`config.mk`:
```
export PLATFORM = sky130hd
export DESIGN_NAME = div_ctrl
export DESIGN_NICKNAME = d
export VERILOG_FILES = /design/src/rtl/div_pkg.sv /design/src/rtl/udiv_core.sv /design/src/rtl/div_ctrl.sv
export SDC_FILE = /design/constraint.sdc
export NUM_CORES = 1
export LEC_CHECK = 0
export ABC_CLOCK_PERIOD_IN_PS = 3700
export CORE_AREA = 4 4 130 132
export DETAILED_ROUTE_END_ITERATION = 8
export DIE_AREA = 0 0 134 136
export GPL_TIMING_DRIVEN = 0
export HOLD_SLACK_MARGIN = 0.06
export PLACE_DENSITY = 0.78
export SLEW_MARGIN = 20
export SYNTH_ARGS = -nofsm -noshare
export SYNTH_HDL_FRONTEND = slang
export SYNTH_SLANG_ARGS = --single-unit
```
`constraint.sdc`:
```
create_clock -name clk -period 3.7 [get_ports clk]
set_clock_uncertainty 0.1 [all_clocks]
set_input_delay 0.74 -clock clk [delete_from_list [all_inputs] [get_ports clk]]
set_output_delay 0.74 -clock clk [all_outputs]
set_load 0.01 [all_outputs]
```
`src/rtl/div_pkg.sv`:
```
// Shared types for the divide controller: op encoding and FSM states.
// Small helpers classify an op as signed and/or remainder-producing.
package div_pkg;

  typedef enum logic [1:0] {
    OP_DIV  = 2'd0,
    OP_DIVU = 2'd1,
    OP_REM  = 2'd2,
    OP_REMU = 2'd3
  } op_e;

  typedef enum logic [2:0] {
    S_IDLE,
    S_PREP,
    S_RUN,
    S_FIX,
    S_WB
  } state_e;

  function automatic logic op_signed(op_e op);
    return (op == OP_DIV) || (op == OP_REM);
  endfunction

  function automatic logic op_rem(op_e op);
    return (op == OP_REM) || (op == OP_REMU);
  endfunction

endpackage

```
`src/rtl/udiv_core.sv`:
```
// Restoring shift-subtract unsigned divider, one quotient bit per cycle.
// done pulses N cycles after the start cycle; start performs the first step.
module udiv_core #(
  parameter int N = 16
) (
  input  logic         clk,
  input  logic         reset,
  input  logic         start,
  input  logic [N-1:0] dividend,
  input  logic [N-1:0] divisor,
  output logic [N-1:0] quotient,
  output logic [N-1:0] remainder,
  output logic         done
);

  localparam int CW = $clog2(N + 1);

  logic [N-1:0]  r_rem;
  logic [N-1:0]  r_quo;
  logic [N-1:0]  r_div;
  logic [CW-1:0] r_cnt;
  logic          r_busy;
  logic          r_done;

  logic [N-1:0]  w_rem_in;
  logic [N-1:0]  w_quo_in;
  logic [N-1:0]  w_div_in;
  logic [N:0]    w_sh;
  logic [N:0]    w_diff;
  logic [CW-1:0] w_cnt_nx;

  assign w_rem_in = start ? '0 : r_rem;
  assign w_quo_in = start ? dividend : r_quo;
  assign w_div_in = start ? divisor : r_div;
  assign w_sh     = {w_rem_in, w_quo_in[N-1]};
  // MSB of the difference is the borrow: set means "do not subtract"
  assign w_diff   = w_sh - {1'b0, w_div_in};
  assign w_cnt_nx = start ? CW'(1) : r_cnt + 1'b1;

  always_ff @(posedge clk) begin
    if (!reset) begin
      r_rem  <= '0;
      r_quo  <= '0;
      r_div  <= '0;
      r_cnt  <= '0;
      r_busy <= 1'b0;
      r_done <= 1'b0;
    end else begin
      r_done <= 1'b0;
      if (start || r_busy) begin
        r_rem <= w_diff[N] ? w_sh[N-1:0] : w_diff[N-1:0];
        r_quo <= {w_quo_in[N-2:0], ~w_diff[N]};
        r_div <= w_div_in;
        r_cnt <= w_cnt_nx;
        if (w_cnt_nx == CW'(N)) begin
          r_busy <= 1'b0;
          r_done <= 1'b1;
        end else begin
          r_busy <= 1'b1;
        end
      end
    end
  end

  assign quotient  = r_quo;
  assign remainder = r_rem;
  assign done      = r_done;

endmodule

```
`src/rtl/div_ctrl.sv`:
```
// RV32M-style divide controller: sign prep, iterative core, sign fix.
// Special cases (div by zero, signed overflow) bypass the core.
module div_ctrl
  import div_pkg::*;
#(
  parameter int N = 16
) (
  input  logic         clk,
  input  logic         reset,
  input  logic         req_valid,
  output logic         req_ready,
  input  logic [1:0]   req_op,
  input  logic [N-1:0] rs1_reg,
  input  logic [N-1:0] rs2_reg,
  input  logic [4:0]   req_rd,
  output logic         wb_valid,
  input  logic         wb_ready,
  output logic [N-1:0] wb_data,
  output logic [4:0]   wb_rd,
  output logic         busy
);

  localparam logic [N-1:0] MIN = {1'b1, {(N-1){1'b0}}};

  state_e       r_state;
  state_e       w_next;
  op_e          r_op;
  logic [N-1:0] r_a;
  logic [N-1:0] r_b;
  logic [N-1:0] r_amag;
  logic [N-1:0] r_bmag;
  logic [4:0]   r_rd;
  logic [N-1:0] r_wb_data;
  logic [4:0]   r_wb_rd;
  logic         r_qneg;
  logic         r_rneg;
  logic         r_hold;
  logic         r_started;

  logic         w_sgn;
  logic         w_rem;
  logic         w_aneg;
  logic         w_bneg;
  logic         w_zero;
  logic         w_ovf;
  logic         w_special;
  logic [N-1:0] w_spec_res;
  logic         w_start;
  logic         w_done;
  logic [N-1:0] w_quo;
  logic [N-1:0] w_remd;
  logic [N-1:0] w_res;
  logic         w_neg;
  logic [N-1:0] w_fixed;

  assign w_sgn      = op_signed(r_op);
  assign w_rem      = op_rem(r_op);
  assign w_aneg     = w_sgn & r_a[N-1];
  assign w_bneg     = w_sgn & r_b[N-1];
  assign w_zero     = (r_b == '0);
  assign w_ovf      = w_sgn && (r_a == MIN) && (r_b == '1);
  assign w_special  = w_zero | w_ovf;
  assign w_spec_res = w_zero ? (w_rem ? r_a : '1)
                             : (w_rem ? '0 : r_a);

  assign w_start = (r_state == S_RUN) && !r_started;
  assign w_res   = w_rem ? w_remd : w_quo;
  assign w_neg   = w_rem ? r_rneg : r_qneg;
  assign w_fixed = w_neg ? (~w_res + 1'b1) : w_res;

  udiv_core #(.N(N)) u_core (
    .clk       (clk),
    .reset     (reset),
    .start     (w_start),
    .dividend  (r_amag),
    .divisor   (r_bmag),
    .quotient  (w_quo),
    .remainder (w_remd),
    .done      (w_done)
  );

  always_ff @(posedge clk) begin
    if (!reset) r_state <= S_IDLE;
    else        r_state <= w_next;
  end

  always_comb begin
    w_next    = r_state;
    req_ready = 1'b0;
    busy      = 1'b1;
    wb_valid  = 1'b0;
    unique case (r_state)
      S_IDLE: begin
        req_ready = 1'b1;
        busy      = 1'b0;
        if (req_valid) w_next = S_PREP;
      end
      S_PREP: begin
        if (!w_special)  w_next = S_RUN;
        else if (r_hold) w_next = S_WB;
      end
      S_RUN:  if (w_done) w_next = S_FIX;
      S_FIX:  w_next = S_WB;
      S_WB: begin
        wb_valid = 1'b1;
        if (wb_ready) w_next = S_IDLE;
      end
      default: w_next = S_IDLE;
    endcase
  end

  always_ff @(posedge clk) begin
    if (!reset) begin
      r_op      <= OP_DIV;
      r_a       <= '0;
      r_b       <= '0;
      r_rd      <= '0;
      r_amag    <= '0;
      r_bmag    <= '0;
      r_qneg    <= 1'b0;
      r_rneg    <= 1'b0;
      r_hold    <= 1'b0;
      r_started <= 1'b0;
      r_wb_data <= '0;
      r_wb_rd   <= '0;
    end else begin
      unique case (r_state)
        S_IDLE: if (req_valid) begin
          r_op   <= op_e'(req_op);
          r_a    <= rs1_reg;
          r_b    <= rs2_reg;
          r_rd   <= req_rd;
          r_hold <= 1'b0;
        end
        S_PREP: begin
          r_amag    <= w_aneg ? (~r_a + 1'b1) : r_a;
          r_bmag    <= w_bneg ? (~r_b + 1'b1) : r_b;
          r_qneg    <= w_aneg ^ w_bneg;
          r_rneg    <= w_aneg;
          r_started <= 1'b0;
          // special results sit one cycle in a flop before WB
          if (w_special) begin
            r_hold    <= 1'b1;
            r_wb_data <= w_spec_res;
            r_wb_rd   <= r_rd;
          end
        end
        S_RUN: r_started <= 1'b1;
        S_FIX: begin
          r_wb_data <= w_fixed;
          r_wb_rd   <= r_rd;
        end
        default: ;
      endcase
    end
  end

  assign wb_data = r_wb_data;
  assign wb_rd   = r_wb_rd;

endmodule

```
==> metrics.md <==
| Metric | Value |
|---|---|
| CP Max Fanout | 7 |
| Final Setup Violations | 12 |
| Die Ht | roughly 140 µm |
| Final #Nets | between 1000 and 1500 |
| Max-cap check violation count | 0 |
| Core area | between 15000 and 20000 µm² |
| Area of the die | between 15000 and 20000 µm² |
| Post-Synth Adder-Cell Area | 0.04978 |
| Post-DRT Antenna Nets | 0 |
| Drt wl/cell | approximately 19 µm |
| Comb power frac | 0.586 |
| Startpoint Class | flop |
| Antenna violations before repair | 0 |
| Min Tclk post-route | ~3.8 ns |
| Clock Path Buffers | 2 |
| Vias | just over 8000 |
| Die X-Extent | between 100 and 150 µm |
| Sequential fraction of the synthesis area | 0.3740 |
| Main flop type after synthesis | dfxtp_1 |
| Simple-Gate Fraction of Synth Area | 0.1994 |
| Clk Latency, worst-skew pair | 0.44 ns |
| H-tree depth | 4 |
| Worst-Margin Slew | 0.7991 ns |
| WP data required | slightly below 4 ns |
| Mean Syn Cell Area | between 8 and 9 µm² |
| Syn. warnings | 0 |
| Largest net degree at the start of global routing | 17 |
| Failing checks | negative setup slack |
| Worst hold path type | flop to flop |
| Switching Power | ~4.7 mW |
| Setup slack after layout | -0.1379 ns |
| Vias/cell | between 5 and 6 |
| Routed Wire Length | roughly 26000 µm |
| XOR/XNOR share of the synthesized area | 0.06465 |
| CTS Root Cell | clkbuf_16 |
| Largest area contributor in the netlist | dfxtp_1 |
| Vias in the first global route | ~7500 |
| Max Transition Viols Final | 0 |
| Slowest CP cell | nor4b_4 |
| Power Density | about 1000 nW/µm² |
| Number of remaining DRC errors | 0 |
| GP Congestion | between 0.9 and 1 |
| Clk sinks | 154 |
| Synth cell types | 63 |
| Buf/Inv on CP | 3 |
| Port Buf Inserts | 65 |
| Critical Path Sink Type | flop |
| GRT Total Usage | 0.2703 |
| Commonest non-fill, non-tap cell in the layout | dfxtp_1 |
| Placed Area | 9258 µm² |
| Top-area cell type share of the netlist area | 0.3740 |
| Cell family with most CP delay | compound AO/OA/AOI/OAI gates |
| Final Hold Viols | 0 |
| Tot Pwr | around 11 mW |
| Wire length of the first global-routing pass | just under 40000 µm |
| Compound-gate portion of the synthesized area | 0.1844 |
| Worst-path clk slew | 0.07 ns |
| Most used cell, CP | buf_4 |
| Main combinational cell family by area after synthesis | simple AND/OR/NAND/NOR gates |
| Share of total power in the clock network | 0.176 |
| Synthesis-to-finish area growth | 30.79% |
| CP Cell Sequence | buf_4, nor4b_4, buf_8, mux2i_4, ha_4, fa_2, nor2b_4, a211o_1, and2_4, a21o_1, a221oi_2, xnor2_2, buf_4, mux2_4, o22ai_2 |
| Critical path type | flop to flop |
| Unrepaired setup endpoints after global routing | yes |
| Final instance area | approximately 11000 µm² |
| Syn Inst Count | 1014 |
| Int Power | approximately 6.2 mW |
| Achievable Freq | approximately 260 MHz |
| DP HPWL | ~17000 µm |
| Portion of netlist area occupied by mux cells | 0.08302 |
| Number of placement rows | 46 |
| Final period util | 1.037 |
| Number of synthesized flops with an enable pin | 0 |
| Most frequent cells in the layout | 152 x dfxtp_1, 142 x nand2_1, 103 x nor2_1, 92 x a21oi_1, 65 x clkdlybuf4s50_1 |
| Part of the power in registers | 0.238 |
| Drt pass-1 iters | 6 |
| Switching part of the total | 0.4309 |
| Max VDD drop | just under 0.6 mV |
| Flops & latches, synth | roughly 150 |
| Slowest stage delay, CP | 0.37 ns |
| Fill cells | 1181 |
| CTS tree | yes |
| Ports | 67 |
| Relative slew slack | 0.4653 |
| Initial Util | 0.5247 |
| Outcome | finished with violations |
| Ratio of cells with drive above 1 in the final layout | 0.1532 |
| Ant diodes | 0 |
| Synthesized netlist net count | ~1100 |
| Overflow left after global routing | 0 |
| Leak | between 3 and 4 nW |
| Asr flop ratio synth | 0 |
| Area contributors post-synth | dfxtp_1 37%, mux2i_1 7.9%, nand2_1 6.7% |
| TritonCTS Buffers | 17 |
| WP data arrival | 4.09 ns |
| Mapped Area | 8244 µm² |
| Violation count after the first detailed-route iteration | 824 |
## timing repair
action,in CTS,in global routing
hold buffers,0,0
pin swaps,31,32
endpoints found under the setup margin,17,20
endpoints found under the hold margin,0,0
buffers inserted,41,16
gates resized for setup,58,43
gates cloned,3,0
## flip-flops by register name (all words and copies together) (netlist names), 2 cells and up
| register | count |
|---|---|
| r_amag | 16 |
| r_rd | 5 |
| u_core.r_cnt | 5 |
| r_a | 16 |
| u_core.r_div | 16 |
| r_b | 16 |
| r_op | 2 |
| u_core.remainder | 16 |
| r_bmag | 16 |
| r_state | 3 |
| wb_rd | 5 |
| u_core.quotient | 16 |
| wb_data | 16 |
## power groups by stage
stage	clock, mW	sequential, mW	combinational (mW)
5_1_grt	1.96	2.62	6.74
2_1_floorplan	0	2.41	3.69
4_1_cts	1.89	2.53	5.57
6_report	1.90	2.57	6.34
3_5_place_dp	0	2.54	4.80
3_3_place_gp	0	2.53	4.74
## cells by family after synthesis
family / Yosys count
multiplexers: 68
adder cells (fa/ha/maj): 35
buffers and inverters: 92
AND/OR/NAND/NOR: 365
AO/OA/AOI/OAI: 240
flip-flops: 154
XOR/XNOR: 60
## metal layers
metal  up-vias  GRT usage  part of all wire
met2       391     0.4408              0.47
met3        76    0.05885             0.080
met1      3837     0.3501              0.42
li1       3836          -                 -
met4         0     0.1086             0.037
met5         -          0                 0
## metrics by stage
stage          cells  hold WS [ns]    TNS (ns)    util  setup slack (ns)
2_1_floorplan   1014        0.3316  -0.0002520       -        -0.0002520
6_report        1378        0.3587     -0.8229  0.6863           -0.1379
3_5_place_dp    1295        0.3468      -7.107  0.5892           -0.5032
3_3_place_gp    1295        0.3396      -6.833  0.5892           -0.5131
4_1_cts         1368        0.3559      -1.038  0.6663          -0.09591
5_1_grt         1378        0.3814      -2.134  0.6863           -0.2240
## worst register-to-register path: cells and delay by family (launching register included)
kind	cells	cell delay, ns
compound gates	4	0.90
buf+inv	3	0.55
mux	2	0.60
fa+ha+maj	2	0.41
simple gates	3	0.58
flops	1	0.35
xor+xnor	1	0.25
## synth_stat cells (all sizes together) (3+ instances only)
library cell and n:
nand3 14, xnor2 38, maj3 14, and3 5, a21oi 97, clkbuf 53
ha 20, or2 3, nand2 147, a311oi 5, nor3 27, o21bai 4
nand2b 7, o21ai 33, nor3b 4, a211oi 46, mux2i 65, or3 7
buf 15, inv 24, a211o 3, nand4 7, nor2b 9, nor4 5
xor2 22, nor2 105, mux2 3, and2 16, a21o 4, o211ai 3
a31oi 8, o22ai 10, o31ai 8, nand3b 4, dfxtp 154
## cell type report
class / count / area [µm²] / share of cell area
multi-input combinational: 768 / 5260 / 0.4878
sequential: 154 / 3088 / 0.2864
timing repair buffer: 123 / 1119 / 0.1037
clock buffer: 19 / 442.9 / 0.04108
buffer: 61 / 322.8 / 0.02994
tap: 216 / 270.3 / 0.02506
clock inverter: 13 / 190.2 / 0.01764
inverter: 24 / 90.09 / 0.008355
## worst paths after layout
kind	from	to	slack, ns	depth (start not counted)
worst max-delay path	r_state[0]	u_core.remainder[1]	-0.14	15
worst min-delay path	r_rd[2]	r_rd[2]	0.36	2
worst max register to register	r_state[0]	u_core.remainder[1]	-0.14	15
worst min register to register	r_rd[2]	r_rd[2]	0.36	2
(Power assumes the default switching activity.)
